## config.mk

```make
export PLATFORM = sky130hd
export DESIGN_NAME = spi_word_receiver
export DESIGN_NICKNAME = d
export VERILOG_FILES = /design/src/rtl/spi_pkg.sv /design/src/rtl/spi_edge_sync.sv /design/src/rtl/spi_word_receiver.sv
export SDC_FILE = /design/constraint.sdc
export NUM_CORES = 1
export LEC_CHECK = 0
export ABC_AREA = 1
export CORE_AREA = 5 5 110 112
export DETAILED_ROUTE_END_ITERATION = 7
export DIE_AREA = 0 0 115 117
export PLACE_DENSITY = 0.62
export RECOVER_POWER = 100
export SLEW_MARGIN = 25
export SYNTH_ARGS = -nofsm -noshare
export SYNTH_HDL_FRONTEND = slang
export SYNTH_HIERARCHICAL = 1
export SYNTH_SLANG_ARGS = --single-unit
```

## constraint.sdc

```tcl
create_clock -name i_clk -period 1.4 [get_ports i_clk]
set_input_delay 0.28 -clock i_clk [delete_from_list [all_inputs] [get_ports i_clk]]
set_output_delay 0.28 -clock i_clk [all_outputs]
set_load 0.05 [all_outputs]
```

## src/rtl/spi_pkg.sv

```systemverilog
// spi_pkg: SPI mode encoding, default word width, word-index width and frame states
package spi_pkg;
  localparam int DATA_W_DEF = 24;
  localparam int IDX_W = 8;
  typedef enum logic [1:0] {MODE0, MODE1, MODE2, MODE3} spi_mode_e;
  typedef enum logic [1:0] {ST_WAIT, ST_IDLE, ST_ACTIVE} frame_state_e;
  function automatic logic sample_on_rise(input logic [1:0] mode);
    return mode[1] == mode[0];
  endfunction
endpackage

```

## src/rtl/spi_edge_sync.sv

```systemverilog
// spi_edge_sync: SYNC_STAGES-deep synchronizer with rise/fall detection on its output
module spi_edge_sync #(
  parameter int SYNC_STAGES = 3,
  parameter logic RST_VAL = 1'b0
) (
  input  logic clk,
  input  logic rst_n,
  input  logic din,
  output logic level,
  output logic rise,
  output logic fall
);
  logic [SYNC_STAGES-1:0] sync_q;
  logic prev_q;
  always_ff @(posedge clk or negedge rst_n)
    if (!rst_n) begin
      sync_q <= {SYNC_STAGES{RST_VAL}};
      prev_q <= RST_VAL;
    end else begin
      sync_q <= {sync_q[SYNC_STAGES-2:0], din};
      prev_q <= sync_q[SYNC_STAGES-1];
    end
  assign level = sync_q[SYNC_STAGES-1];
  assign rise = level & ~prev_q;
  assign fall = ~level & prev_q;
endmodule

```

## src/rtl/spi_word_receiver.sv

```systemverilog
// spi_word_receiver: oversampled SPI slave collecting DATA_W-bit words per CS frame;
// the MISO transmit path is built only with SPI_WORD_RECEIVER_MISO_EN defined.
module spi_word_receiver
  import spi_pkg::*;
#(
  parameter int DATA_W = DATA_W_DEF,
  parameter logic CPOL = 1'b0,
  parameter logic CPHA = 1'b0,
  parameter int SYNC_STAGES = 3
) (
  input  logic              i_clk,
  input  logic              i_rst_n,
  input  logic              i_spi_clk,
  input  logic              i_spi_cs,
  input  logic              i_spi_mosi,
  output logic              o_spi_miso,
  input  logic [DATA_W-1:0] i_tx_data,
  output logic              o_tx_load,
  output logic [DATA_W-1:0] o_rx_data,
  output logic              o_rx_valid,
  output logic [IDX_W-1:0]  o_rx_word_idx,
  output logic              o_frame_end,
  output logic              o_err_short
);
  localparam spi_mode_e MODE = spi_mode_e'({CPOL, CPHA});
  localparam logic SAMPLE_RISE = sample_on_rise(MODE);
  localparam int BW = $clog2(DATA_W);
  localparam logic [BW-1:0] BIT_LAST = BW'(DATA_W - 1);
  localparam logic [2:0] SETTLE = 3'(SYNC_STAGES + 1);
  localparam logic [IDX_W-1:0] IDX_MAX = '1;
  logic unused_sck_level, sck_rise, sck_fall, cs_level, cs_rise, cs_fall, mosi;
  logic [SYNC_STAGES-1:0] mosi_q;
  frame_state_e state_q, state_d;
  logic [2:0] settle_q;
  logic start, stop, sample, word_done;
  logic [DATA_W-1:0] shreg_q;
  logic [BW-1:0] bit_q;
  logic [IDX_W-1:0] word_q;
  spi_edge_sync #(.SYNC_STAGES(SYNC_STAGES), .RST_VAL(CPOL)) u_sck (
    .clk(i_clk), .rst_n(i_rst_n), .din(i_spi_clk),
    .level(unused_sck_level), .rise(sck_rise), .fall(sck_fall)
  );
  spi_edge_sync #(.SYNC_STAGES(SYNC_STAGES), .RST_VAL(1'b1)) u_cs (
    .clk(i_clk), .rst_n(i_rst_n), .din(i_spi_cs),
    .level(cs_level), .rise(cs_rise), .fall(cs_fall)
  );
  always_ff @(posedge i_clk or negedge i_rst_n)
    if (!i_rst_n) mosi_q <= '0;
    else mosi_q <= {mosi_q[SYNC_STAGES-2:0], i_spi_mosi};
  assign mosi = mosi_q[SYNC_STAGES-1];
  // After reset the CS synchronizer must flush and show CS high before a frame may start,
  // so a frame interrupted by reset is dropped silently.
  always_comb begin
    start = state_q == ST_IDLE && cs_fall;
    stop = state_q == ST_ACTIVE && cs_rise;
    sample = state_q == ST_ACTIVE && (SAMPLE_RISE ? sck_rise : sck_fall);
    word_done = sample && bit_q == BIT_LAST;
    state_d = state_q == ST_WAIT ? ((settle_q == SETTLE && cs_level) ? ST_IDLE : ST_WAIT)
            : start ? ST_ACTIVE : stop ? ST_IDLE : state_q;
  end
  always_ff @(posedge i_clk or negedge i_rst_n)
    if (!i_rst_n) begin
      state_q <= ST_WAIT;
      settle_q <= '0;
    end else begin
      state_q <= state_d;
      settle_q <= settle_q == SETTLE ? settle_q : settle_q + 3'd1;
    end
  // A sample edge seen with the CS rise is processed first, so a completed word wins over the error.
  always_ff @(posedge i_clk or negedge i_rst_n)
    if (!i_rst_n) begin
      shreg_q <= '0;
      bit_q <= '0;
      word_q <= '0;
      o_rx_data <= '0;
      o_rx_word_idx <= '0;
      o_rx_valid <= 1'b0;
      o_frame_end <= 1'b0;
      o_err_short <= 1'b0;
    end else begin
      o_rx_valid <= word_done;
      o_frame_end <= stop;
      o_err_short <= stop && !word_done && (sample || bit_q != '0);
      if (start || stop) begin
        shreg_q <= '0;
        bit_q <= '0;
        word_q <= '0;
      end else if (sample) begin
        shreg_q <= {shreg_q[DATA_W-2:0], mosi};
        bit_q <= word_done ? '0 : bit_q + 1'b1;
        word_q <= (word_done && word_q != IDX_MAX) ? word_q + 1'b1 : word_q;
      end
      if (word_done) begin
        o_rx_data <= {shreg_q[DATA_W-2:0], mosi};
        o_rx_word_idx <= word_q;
      end
    end
`ifdef SPI_WORD_RECEIVER_MISO_EN
  logic shift;
  logic [DATA_W-1:0] tx_q;
  assign shift = state_q == ST_ACTIVE && (SAMPLE_RISE ? sck_fall : sck_rise);
  // With CPHA=0 the MSB must be on the line before the first sample edge, so it leaves at CS fall.
  always_ff @(posedge i_clk or negedge i_rst_n)
    if (!i_rst_n) begin
      tx_q <= '0;
      o_spi_miso <= 1'b0;
      o_tx_load <= 1'b0;
    end else begin
      o_tx_load <= start || word_done;
      if (start) begin
        tx_q <= CPHA ? i_tx_data : i_tx_data << 1;
        if (!CPHA) o_spi_miso <= i_tx_data[DATA_W-1];
      end else if (word_done) begin
        tx_q <= i_tx_data;
      end else if (shift) begin
        o_spi_miso <= tx_q[DATA_W-1];
        tx_q <= tx_q << 1;
      end
    end
`else
  logic unused_tx;
  assign unused_tx = ^i_tx_data;
  assign o_spi_miso = 1'b0;
  assign o_tx_load = 1'b0;
`endif
endmodule

```

==> run_results.csv <==
group,metric,value,unit
route,first_iter_violations,96,
floorplan,fp.coreArea,11100,µm²
logic_synthesis,syn-cell-area,3760,µm²
min_path,hold_path_end,"mosi_q[2]$_DFF_PN0_",
timing,holdWs,0.348,ns
logic_synthesis,ys.warnings.count,6,
global_route,antenna_found_initial,0,
floorplan,initial_core_util,0.338,
clocking,cts_buffers,9,
worst_setup_path,r2r_start,"state_q[0]$_DFFE_PN0P_",
clocking,clk_pin_slew,0.07,ns
worst_setup_path,critPathTopFamily,"simple AND/OR/NAND/NOR gates",
global_route,use_met2,0.197,
timing,hold_viol,0,
worst_setup_path,reg2reg_to,"word_q[2]$_DFFE_PN0P_",
power_and_ir_drop,vdd_drop_max,577,µV
layout,multi_input_area,1330,µm²
global_route,grt_overflow,0,
min_path,worstHoldPathType,"reg -> reg",
layout,final_area,4700,µm²
clocking,cts_sinks,87,
layout,filler_cell_count,1091,
clocking,cts_root_buf,"clkbuf_16",
timing,tns,0,ns
worst_setup_path,startpoint_type,"flop",
worst_setup_path,ff2ff_path_depth,7,
floorplan,die-height,117,µm
min_path,min_from,"mosi_q[1]$_DFF_PN0_",
clocking,clockBufferDepth,2,
floorplan,fp.dieW,115,µm
worst_setup_path,cpMaxStageDelayCell,"dfrtp_1",
global_route,grt_pass1_vias,2697,
route,wl_per_cell,13.1,µm
layout,seq_area,2180,µm²
placed_design,gp_congestion,0.811,
worst_setup_path,critPathKind,"reg -> reg",
worst_setup_path,cpPeakStageDelay,0.42,ns
min_path,holdPathStages,0,
worst_setup_path,r2r_setup_slack,0.04,ns
layout,layout.cells.most_common,"dfrtp_1",
placed_design,placed_cell_area,4700,µm²
timing,skew,0.00535,ns
global_route,met3_usage,0.0283,
worst_setup_path,critPathBufInv,2,
timing,rsz0062_at_grt,"yes",
timing,worst_pin_slew,0.548,ns
placed_design,place_hpwl,4.77,mm
floorplan,placementRows,39,
global_route,grt_usage,0.120,
layout,final_cell_mix,"dfrtp_1, nand2_1, inv_1",
logic_synthesis,synth_area_per_cell,9.80,µm²
route,routed_via_density,4.57,
worst_setup_path,cp-end-kind,"flop",
power_and_ir_drop,total_leakage_power,2.33,nW
clocking,htreeDepth,3,
worst_setup_path,crit_fanout,9,
placed_design,port_buffers,39,
route,vias,2707,
worst_setup_path,crit_required,1.62,ns
power_and_ir_drop,power_density,1450,nW/µm²
global_route,busiest_layer,"met2",
floorplan,io-pin-count,66,
run,maxCapViolCount,0,
timing,fin_crit_sh,0.973,
logic_synthesis,syn_inst,384,
worst_setup_path,worstPathArrival,1.58,ns
timing,min_period,1.36,ns
layout,drive_gt1_frac,0.287,
layout,syn_to_final_growth,25.0,%
timing,setup_viol,0,
worst_setup_path,cp_cell_sequence,"inv_2, nand3_4, buf_12, nor2_8, nand2_8, nand3_1, nand2_1",
route,postRouteAntennaNets,0,
layout,finish.net_count,478,
clocking,clkLatencyLatePin,0.33,ns
clocking,cts_tree,"done",
timing,max_freq,734,MHz
route,drt_first_pass_iters,4,
outcome,outcome,"complete, no violations",
global_route,grt_max_degree,43,
route,route.detailed.drc,0,
timing,report.final.slew_viol_count,0,
global_route,grt_pass1_wl,12.9,mm
global_route,met1_usage,0.154,
route,wl,7.77,mm
layout,antenna_cells,0,
timing,maxSlewHeadroom,0.635,
worst_setup_path,worst-path-stages,7,
floorplan,dieArea,13500,µm²
what timing repair did:
item	in CTS	in global routing
buffers inserted	1	8
pin swaps	1	8
resized for setup	7	16
gates cloned	1	1
endpoints found under the hold margin	17	0
hold buffers	1	0
endpoints found under the setup margin	67	64
stage by stage:
| stage | utilization | cells | power (mW) | setup WS (ns) |
|---|---|---|---|---|
| floorplan | - | 385 | 4.05 | 0.0439 |
| global placement | 0.422 | 564 | 4.32 | -0.0733 |
| detailed placement | 0.422 | 564 | 4.38 | -0.112 |
| CTS | 0.456 | 583 | 6.87 | 0.00720 |
| global route | 0.423 | 592 | 7.24 | -0.0706 |
| finish | 0.423 | 592 | 6.82 | 0.0377 |
where the power goes:
part | leakage, nW | total [mW] | internal (mW) | switching [mW]
logic | 1.04 | 1.27 | 0.462 | 0.807
registers | 1.15 | 3.16 | 2.92 | 0.236
clock network | 0.139 | 2.39 | 1.39 | 1.00
final cells by class:
type,instances,area share
flip-flops and latches,87,0.464
clock inverters,6,0.0144
well taps,143,0.0380
repair buffers,65,0.111
clock buffers,10,0.0487
multi-input cells,232,0.282
inverters,49,0.0418
worst max-delay path by stage:
stage	end	slack (ns)	from
3_3_place_gp	o_rx_data[10]$_DFFE_PN0P_	-0.07	bit_q[1]$_DFFE_PN0P_
3_5_place_dp	o_rx_data[13]$_DFFE_PN0P_	-0.11	bit_q[1]$_DFFE_PN0P_
4_1_cts	bit_q[0]$_DFFE_PN0P_	0.007	u_cs/prev_q$_DFF_PN1_
5_1_grt	word_q[5]$_DFFE_PN0P_	-0.07	u_cs/sync_q[2]$_DFF_PN1_
2_1_floorplan	o_rx_data[17]$_DFFE_PN0P_	0.04	bit_q[0]$_DFFE_PN0P_
6_report	word_q[2]$_DFFE_PN0P_	0.04	state_q[0]$_DFFE_PN0P_
layer usage:
metal  part of all wire  wire, µm  up-vias
met5                  0         0        -
met1               0.44      3420     1307
met3              0.030       236       10
met4              0.018       142        0
met2               0.51      3970       47
li1                   -         -     1343
flip-flops by register name, indices dropped and copies added, names as in the netlist:
register       flops
o_rx_data         24
shreg_q           23
o_rx_word_idx      8
word_q             8
bit_q              5
mosi_q             3
settle_q           3
u_cs/sync_q        3
u_sck/sync_q       3
state_q            2
o_err_short        1
o_frame_end        1
o_rx_valid         1
u_cs/prev_q        1
u_sck/prev_q       1
(Power assumes the default switching activity.)
